### src/rtl/alu_share_arbiter_if.sv
// Bundle of the requester handshakes, the shared-ALU drive/return and the response channels
// of alu_share_arbiter; slave is the arbiter side, master the surrounding environment.
interface alu_share_arbiter_if #(
    parameter int XLEN = 32
);
    logic            req0_valid;
    logic            req0_ready;
    logic [3:0]      req0_op;
    logic [XLEN-1:0] req0_a;
    logic [XLEN-1:0] req0_b;

    logic            req1_valid;
    logic            req1_ready;
    logic [3:0]      req1_op;
    logic [XLEN-1:0] req1_a;
    logic [XLEN-1:0] req1_b;

    logic [3:0]      alu_op;
    logic [XLEN-1:0] alu_a;
    logic [XLEN-1:0] alu_b;
    logic [XLEN-1:0] alu_result;

    logic            rsp0_valid;
    logic            rsp0_ready;
    logic [XLEN-1:0] rsp0_data;

    logic            rsp1_valid;
    logic            rsp1_ready;
    logic [XLEN-1:0] rsp1_data;

    modport slave (
        input  req0_valid, req0_op, req0_a, req0_b,
        input  req1_valid, req1_op, req1_a, req1_b,
        input  alu_result, rsp0_ready, rsp1_ready,
        output req0_ready, req1_ready,
        output alu_op, alu_a, alu_b,
        output rsp0_valid, rsp0_data, rsp1_valid, rsp1_data
    );

    modport master (
        output req0_valid, req0_op, req0_a, req0_b,
        output req1_valid, req1_op, req1_a, req1_b,
        output alu_result, rsp0_ready, rsp1_ready,
        input  req0_ready, req1_ready,
        input  alu_op, alu_a, alu_b,
        input  rsp0_valid, rsp0_data, rsp1_valid, rsp1_data
    );
endinterface

### src/rtl/alu_share_arbiter.sv
// Shares one combinational integer ALU between two requesters: round-robin grant in IDLE,
// one EXEC cycle on registered operands, result parked on the owner's response channel.
module alu_share_arbiter #(
    parameter int XLEN = 32
) (
    input  logic                clk,
    input  logic                rst_n,
    alu_share_arbiter_if.slave  bus
);
    typedef enum logic {
        IDLE = 1'b0,
        EXEC = 1'b1
    } state_e;

    state_e          state_q, state_d;
    logic            lastGrant_q, lastGrant_d;
    logic            owner_q, owner_d;
    logic [3:0]      op_q, op_d;
    logic [XLEN-1:0] a_q, a_d;
    logic [XLEN-1:0] b_q, b_d;
    logic            rsp0Valid_q, rsp0Valid_d;
    logic            rsp1Valid_q, rsp1Valid_d;
    logic [XLEN-1:0] rsp0Data_q, rsp0Data_d;
    logic [XLEN-1:0] rsp1Data_q, rsp1Data_d;

    logic elig0, elig1, grant, accept;
    logic req0Ready, req1Ready;

    // A port with a result still waiting to be consumed cannot issue another operation.
    assign elig0 = bus.req0_valid & ~rsp0Valid_q;
    assign elig1 = bus.req1_valid & ~rsp1Valid_q;

    always_comb begin
        grant = elig1;
        if (elig0 && elig1) begin
            grant = ~lastGrant_q;
        end
    end

    always_ff @(posedge clk or negedge rst_n) begin
        if (!rst_n) begin
            state_q <= IDLE;
        end else begin
            state_q <= state_d;
        end
    end

    always_comb begin
        state_d = state_q;
        case (state_q)
            IDLE:    if (accept) state_d = EXEC;
            EXEC:    state_d = IDLE;
            default: state_d = IDLE;
        endcase
    end

    always_comb begin
        req0Ready = 1'b0;
        req1Ready = 1'b0;
        if (state_q == IDLE) begin
            req0Ready = elig0 & ~grant;
            req1Ready = elig1 & grant;
        end
    end

    assign accept = req0Ready | req1Ready;

    always_comb begin
        lastGrant_d = lastGrant_q;
        owner_d     = owner_q;
        op_d        = op_q;
        a_d         = a_q;
        b_d         = b_q;
        rsp0Valid_d = rsp0Valid_q;
        rsp1Valid_d = rsp1Valid_q;
        rsp0Data_d  = rsp0Data_q;
        rsp1Data_d  = rsp1Data_q;

        if (accept) begin
            lastGrant_d = grant;
            owner_d     = grant;
            op_d        = grant ? bus.req1_op : bus.req0_op;
            a_d         = grant ? bus.req1_a  : bus.req0_a;
            b_d         = grant ? bus.req1_b  : bus.req0_b;
        end

        if (rsp0Valid_q && bus.rsp0_ready) rsp0Valid_d = 1'b0;
        if (rsp1Valid_q && bus.rsp1_ready) rsp1Valid_d = 1'b0;

        // The owner's response slot is always empty here, so setting never races a consume.
        if (state_q == EXEC) begin
            if (owner_q) begin
                rsp1Valid_d = 1'b1;
                rsp1Data_d  = bus.alu_result;
            end else begin
                rsp0Valid_d = 1'b1;
                rsp0Data_d  = bus.alu_result;
            end
        end
    end

    always_ff @(posedge clk or negedge rst_n) begin
        if (!rst_n) begin
            lastGrant_q <= 1'b1;
            owner_q     <= 1'b0;
            op_q        <= '0;
            a_q         <= '0;
            b_q         <= '0;
            rsp0Valid_q <= 1'b0;
            rsp1Valid_q <= 1'b0;
            rsp0Data_q  <= '0;
            rsp1Data_q  <= '0;
        end else begin
            lastGrant_q <= lastGrant_d;
            owner_q     <= owner_d;
            op_q        <= op_d;
            a_q         <= a_d;
            b_q         <= b_d;
            rsp0Valid_q <= rsp0Valid_d;
            rsp1Valid_q <= rsp1Valid_d;
            rsp0Data_q  <= rsp0Data_d;
            rsp1Data_q  <= rsp1Data_d;
        end
    end

    assign bus.req0_ready = req0Ready;
    assign bus.req1_ready = req1Ready;
    assign bus.alu_op     = op_q;
    assign bus.alu_a      = a_q;
    assign bus.alu_b      = b_q;
    assign bus.rsp0_valid = rsp0Valid_q;
    assign bus.rsp0_data  = rsp0Data_q;
    assign bus.rsp1_valid = rsp1Valid_q;
    assign bus.rsp1_data  = rsp1Data_q;
endmodule

### src/flat_wrapper.sv
// flat-port wrapper written by rule: the top's interface ports become plain ports
module alu_share_arbiter_flat 
#(
    parameter int XLEN = 32
)
  (clk, rst_n, bus_req0_valid, bus_req0_op, bus_req0_a, bus_req0_b, bus_req1_valid, bus_req1_op, bus_req1_a, bus_req1_b, bus_alu_result, bus_rsp0_ready, bus_rsp1_ready, bus_req0_ready, bus_req1_ready, bus_alu_op, bus_alu_a, bus_alu_b, bus_rsp0_valid, bus_rsp0_data, bus_rsp1_valid, bus_rsp1_data);
  alu_share_arbiter_if #(.XLEN(XLEN)) bus_i ();
  input  logic clk;
  input  logic rst_n;
  input wire logic [$bits(bus_i.req0_valid)-1:0] bus_req0_valid;
  input wire logic [$bits(bus_i.req0_op)-1:0] bus_req0_op;
  input wire logic [$bits(bus_i.req0_a)-1:0] bus_req0_a;
  input wire logic [$bits(bus_i.req0_b)-1:0] bus_req0_b;
  input wire logic [$bits(bus_i.req1_valid)-1:0] bus_req1_valid;
  input wire logic [$bits(bus_i.req1_op)-1:0] bus_req1_op;
  input wire logic [$bits(bus_i.req1_a)-1:0] bus_req1_a;
  input wire logic [$bits(bus_i.req1_b)-1:0] bus_req1_b;
  input wire logic [$bits(bus_i.alu_result)-1:0] bus_alu_result;
  input wire logic [$bits(bus_i.rsp0_ready)-1:0] bus_rsp0_ready;
  input wire logic [$bits(bus_i.rsp1_ready)-1:0] bus_rsp1_ready;
  output wire logic [$bits(bus_i.req0_ready)-1:0] bus_req0_ready;
  output wire logic [$bits(bus_i.req1_ready)-1:0] bus_req1_ready;
  output wire logic [$bits(bus_i.alu_op)-1:0] bus_alu_op;
  output wire logic [$bits(bus_i.alu_a)-1:0] bus_alu_a;
  output wire logic [$bits(bus_i.alu_b)-1:0] bus_alu_b;
  output wire logic [$bits(bus_i.rsp0_valid)-1:0] bus_rsp0_valid;
  output wire logic [$bits(bus_i.rsp0_data)-1:0] bus_rsp0_data;
  output wire logic [$bits(bus_i.rsp1_valid)-1:0] bus_rsp1_valid;
  output wire logic [$bits(bus_i.rsp1_data)-1:0] bus_rsp1_data;
  assign bus_i.req0_valid = bus_req0_valid;
  assign bus_i.req0_op = bus_req0_op;
  assign bus_i.req0_a = bus_req0_a;
  assign bus_i.req0_b = bus_req0_b;
  assign bus_i.req1_valid = bus_req1_valid;
  assign bus_i.req1_op = bus_req1_op;
  assign bus_i.req1_a = bus_req1_a;
  assign bus_i.req1_b = bus_req1_b;
  assign bus_i.alu_result = bus_alu_result;
  assign bus_i.rsp0_ready = bus_rsp0_ready;
  assign bus_i.rsp1_ready = bus_rsp1_ready;
  assign bus_req0_ready = bus_i.req0_ready;
  assign bus_req1_ready = bus_i.req1_ready;
  assign bus_alu_op = bus_i.alu_op;
  assign bus_alu_a = bus_i.alu_a;
  assign bus_alu_b = bus_i.alu_b;
  assign bus_rsp0_valid = bus_i.rsp0_valid;
  assign bus_rsp0_data = bus_i.rsp0_data;
  assign bus_rsp1_valid = bus_i.rsp1_valid;
  assign bus_rsp1_data = bus_i.rsp1_data;
  alu_share_arbiter #(.XLEN(XLEN)) u_core (.clk(clk), .rst_n(rst_n), .bus(bus_i));
endmodule
### config.mk
export PLATFORM = sky130hd
export DESIGN_NAME = alu_share_arbiter_flat
export DESIGN_NICKNAME = d
export VERILOG_FILES = /design/src/rtl/alu_share_arbiter_if.sv /design/src/rtl/alu_share_arbiter.sv /design/src/flat_wrapper.sv
export SDC_FILE = /design/constraint.sdc
export NUM_CORES = 1
export LEC_CHECK = 0
export ABC_AREA = 1
export CAP_MARGIN = 30
export CORE_MARGIN = 1
export CORE_UTILIZATION = 41
export CTS_CLUSTER_DIAMETER = 80
export DETAILED_ROUTE_END_ITERATION = 16
export PLACE_DENSITY = 0.82
export SYNTH_ARGS = -nofsm -noshare
export SYNTH_HDL_FRONTEND = slang
export SYNTH_SLANG_ARGS = --single-unit
### constraint.sdc
create_clock -name clk -period 1.5 [get_ports clk]
set_input_delay 0.3 -clock clk [delete_from_list [all_inputs] [get_ports clk]]
set_output_delay 0.3 -clock clk [all_outputs]
set_load 0.01 [all_outputs]
# After elaboration in Yosys (flattened, before gate mapping)
# Index checks and enable logic that the tools add are counted.
# op_classes
mux	14
n_bitwise	11
n_reduce_logical	5
# ops
operator	count
32-bit 2-to-1 mux	2
1-bit 2-to-1 mux	10
1-bit inverter	6
1-bit AND	4
4-bit 2-to-1 mux	1
2-bit AND reduction	2
1-bit logical AND	3
1-bit one-hot mux with 2 select lines	1
1-bit bitwise OR	1
# word_totals
reg_bits	137
in_bits	174
out_inout_bits	136

# Logic depth before layout (Yosys ltp)
# logic_depth
word_depth	10
mapped_depth	9

# Worst setup path before layout
# Ideal clock, no wire load.
# synth_path
kind	flip-flop to output port
start	register u_core.lastGrant_q
end	output port bus_req1_ready
arrival_time_ns	1.159
setup_slack_ns	0.041
stages_incl_launch_ff	5
path_cell_list	dfstp_2 nand3_2 nand3_2 buf_1 inv_2
# synth_via
elab_chain_len	4
# synth_rtl
item	line_no	text
from (decl)	alu_share_arbiter.sv:16	logic lastGrant_q, lastGrant_d;
from (signal assigned)	alu_share_arbiter.sv:114	lastGrant_q <= lastGrant_d;
1-bit inverter	alu_share_arbiter.sv:36	grant = ~lastGrant_q;
1-bit 2-to-1 mux	alu_share_arbiter.sv:35	if (elig0 && elig1) begin
1-bit AND	alu_share_arbiter.sv:62	req1Ready = elig1 & grant;
1-bit 2-to-1 mux	alu_share_arbiter.sv:60	if (state_q == IDLE) begin
to (decl)	flat_wrapper.sv:22	output wire logic [$bits(bus_i.req1_ready)-1:0] bus_req1_ready;
# Every way passes these cells.

# Worst setup path in the final report
# Ends and elaborated chain as after synthesis.

==> results.txt <==
Counting every sink on the clock net gives 137. For this run, the top clock speed supported by timing is 589.3 MHz. The die covers 15,550 um2.

The total design power is 21.36 mW, and the compound-gate portion of the synthesized area is 5.515%. The number of antenna diodes in the final layout is 0. The critical path launch point type was a register. The power per cell area was 2015 nW/um2. In this run the critical register-to-register path is captured at u_core.bus.alu_a[12].

The final-report max-slew violation count was 0; the number of nets at the end of the flow was 1,276. For this run, the detailed router's first-pass iteration total came to 5. After synthesis the cells add up to 6171 um2. For the final database, setup skew stands at 8.085 ps.

Max-cap violations in this run came to 0. Measured against its own limit, the worst slew margin works out to 72.18%. CTS placed an instance of sky130_fd_sc_hd__clkbuf_16 at the clock tree root.

Port buffering added 309 buffers. Entering global routing, the biggest net connects 66 pins. After global routing, the most crowded layer is met2.

By area, the combinational part of the netlist is dominated by simple AND/OR/NAND/NOR gates. The most used flip-flop cell after synthesis was sky130_fd_sc_hd__dfrtp_1. The logs give 7.990% for the met3 usage in global routing and 5.612 nW for the static leakage. The synthesized design contains 0 enable-type register cells. Dividing the detail-routed via count by the number of cells gives 5.105.

The number of buffers and inverters on the critical path is 3. In this run the remaining antenna-violating nets after routing total 0. After synthesis, flip-flops and latches occupy 55.58% of the total area. In this run the deepest clock path goes through 2 buffers. In the global route stage, met1 resource usage came out at 34.40%. The floorplan step defined a core boundary enclosing 14,590 um2. Summing all multi-input logic gate instances after layout gives 2422 um2.

After layout, the worst path uses 113.1% of the clock period. The maximum cell stage delay along the critical path was 560 ps. The run gives 42.30% as the initial core utilization. The endpoint arrival time on the critical path is 1400 ps, and the share of post-route cells with drive strength above 1 is 8.789%.

The path class of the tightest hold or removal check is primary input to asynchronous set/reset pin. The layout overhead on the synthesized area was 71.74%. After detailed routing, the average wire length per cell comes to 17.60 um.

VDD sags by at most 0.001024 V. Summing all flip-flop and latch instances after layout gives 3430 um2. Summing over every cut layer, the via total after detailed routing is 6,631. Summing the areas of all and, or, nand and nor instances in the mapped netlist gives 32.54% of the synthesized area. The critical path goes through nand3_4 > buf_6 > nand3_4 > inv_2 > buf_6. Family with the most delay on the worst path: flip-flops.

The number of nets in the synthesized netlist is 955. The startpoint of the lowest-slack register-to-register path is u_core.lastGrant_q. The first global-routing pass estimated 35.64 mm of wire. Counting flops with an async set or reset pin after synthesis yields a share of 100.0%. The critical path is of the register to output port type.

The tools report the global-route congestion overflow total as 0. The worst slack after detailed placement was -546.5 ps; the endpoint required time on the critical path was 1200 ps. The worst setup slack for register-to-register paths is -150 ps, and the final routed DRC violation total is 0. Each instance of the synthesized netlist takes up on average 7.901 um2. Met2 track demand over resource: 50.99%. The run gives 1,109 as the number of filler instances in the final layout. The final setup slack of the worst path was -197.0 ps; the worst hold slack after final layout was 389.0 ps.

The number of global-route vias before repair was 6,591; the adder and majority cell fraction of the synthesized area was 0%. Of the total synthesized cell area, the portion taken by XOR and XNOR cells is 0%. The logs give 430 for the detailed router's first-iteration violation count and 0.8736 for the final RePlAce weighted congestion. Slowest library cell on the worst path: sky130_fd_sc_hd__dfstp_2. The checks that failed: negative setup slack. Across every metal layer, demand over resource in global routing totals 29.65%.

At the pin with the least slew margin, the transition time is 417.3 ps. The tools report the final number of hold-violating endpoints as 0. The run finished, with violations left.

Measured in cells, the most critical reg-to-reg path has a length of 9. The tools report the endpoint kind of the worst setup timing path as an output port. In this run the worst path has a maximum fanout of 2. The number of instances in the synthesized netlist was 781.

The width of the chip is 124.7 um, and the count of distinct cell types in the synthesized netlist is 17. Measured on the finished design, the core utilization comes to 72.64%. The count of standard-cell rows is 44, and the count of yosys warnings during synthesis is 0. The number of antenna violations at the first check in global routing is 0.

The flip-flop and latch count after synthesis works out to 137. The clock latency on the worst-skew pair is 420 ps. TritonCTS built the clock tree.

The CTS buffer count is 17. Setup violations remaining at the end of the flow were counted as 70. The number of levels the H-tree was split into is 4, and the vertical die dimension is 124.7 um. For this design the top-level I/O count stands at 310. Setup repair after global routing could not meet its margin everywhere.

Summed over all nets, the half-perimeter wirelength after detailed placement is 14.32 mm. Summed over all layers, the routed wires come to 22.87 mm. After synthesis, the share of cell area in mux cells is 0%.

The clock input transition at the sequential cells of the worst setup and hold paths came out at 60 ps. The post-layout minimum cycle time was 1697 ps.
-- power by group --
group | leakage (nW) | switching [mW] | internal [mW]
Clock | 0.291 | 1.61 | 2.74
Sequential | 1.69 | 0.938 | 5.53
Combinational | 3.63 | 5.71 | 4.82
-- worst max-delay path by stage --
stage                     end  slack, ps  cells after the start                from
2_1_floorplan  bus_req1_ready         40                      4  u_core.lastGrant_q
3_3_place_gp   bus_req0_ready       -550                      4      bus_req0_valid
3_5_place_dp   bus_req0_ready       -550                      4      bus_req0_valid
4_1_cts        bus_req1_ready       -190                      5  u_core.lastGrant_q
5_1_grt        bus_req1_ready       -250                      5  u_core.lastGrant_q
6_report       bus_req1_ready       -200                      5  u_core.lastGrant_q
-- sequential cells by signal (all words and copies together) (netlist names) --
name and count:
u_core.bus.alu_a 32, u_core.bus.alu_b 32, u_core.bus.alu_op 4, u_core.bus.rsp0_data 32, u_core.bus.rsp0_valid 1, u_core.bus.rsp1_data 32, u_core.bus.rsp1_valid 1, u_core.lastGrant_q 1
u_core.owner_q 1, u_core.state_q 1
-- per-stage QoR --
step | cells | TNS, ps | instance area (um2)
6_report | 1299 | -5616 | 10600
4_1_cts | 1294 | -7514 | 10500
2_1_floorplan | 781 | 0 | 6171
3_5_place_dp | 1246 | -34550 | 9573
3_3_place_gp | 1246 | -32340 | 9573
5_1_grt | 1299 | -10300 | 10600
-- placed cells by master (no fill, tap or decap), types with 4 or more instances in the layout --
master | netlist | final
sky130_fd_sc_hd__buf_12 | 0 | 12
sky130_fd_sc_hd__buf_16 | 0 | 4
sky130_fd_sc_hd__buf_4 | 4 | 16
sky130_fd_sc_hd__buf_6 | 1 | 6
sky130_fd_sc_hd__bufbuf_16 | 0 | 7
sky130_fd_sc_hd__clkbuf_16 | 0 | 19
sky130_fd_sc_hd__clkdlybuf4s50_1 | 0 | 172
sky130_fd_sc_hd__clkinvlp_4 | 0 | 4
sky130_fd_sc_hd__dfrtp_1 | 136 | 136
sky130_fd_sc_hd__dlygate4sd2_1 | 0 | 132
sky130_fd_sc_hd__inv_1 | 34 | 34
sky130_fd_sc_hd__inv_2 | 4 | 4
sky130_fd_sc_hd__nand2_1 | 341 | 338
sky130_fd_sc_hd__nand3_1 | 136 | 136
sky130_fd_sc_hd__o21ai_0 | 66 | 66
-- layout make-up --
type | count | share of cell area, %
timing repair buffer | 357 | 35.47
sequential | 137 | 32.36
multi-input combinational | 551 | 22.86
clock buffer | 21 | 4.439
tap | 184 | 2.172
clock inverter | 11 | 1.358
inverter | 38 | 1.346
-- cell usage after synthesis, types with 3 or more instances --
cell	count	area share (%)
sky130_fd_sc_hd__inv_1	34	2.1
sky130_fd_sc_hd__inv_2	4	0.24
sky130_fd_sc_hd__buf_4	4	0.49
sky130_fd_sc_hd__dfrtp_1	136	55
sky130_fd_sc_hd__nand2_1	341	21
sky130_fd_sc_hd__clkbuf_1	28	1.7
sky130_fd_sc_hd__o21ai_0	66	5.4
sky130_fd_sc_hd__buf_1	9	0.55
sky130_fd_sc_hd__nand3_2	3	0.49
sky130_fd_sc_hd__buf_2	14	1.1
sky130_fd_sc_hd__nand3_1	136	11
-- cells by family (layout without fill, tap and decap cells) --
kind of cell / count (synthesis) / count (layout)
compound gates: 68 / 68
flops: 137 / 137
simple gates: 482 / 483
buf+inv: 94 / 427
-- layer usage --
metal  vias up  wire (um)
li1       3137          -
met1      3128       8851
met2       319      11680
met3        47       1663
met4         0        675
met5         -          0
-- repair_timing --
item / in CTS / in global routing
gates cloned: 11 / 2
pin swaps: 3 / 1
endpoints found under the setup margin: 204 / 72
resized for setup: 171 / 10
buffers inserted: 4 / 4
hold buffers: 1 / 0
endpoints found under the hold margin: 34 / 0
No activity file was read; power rests on OpenSTA's default activity.
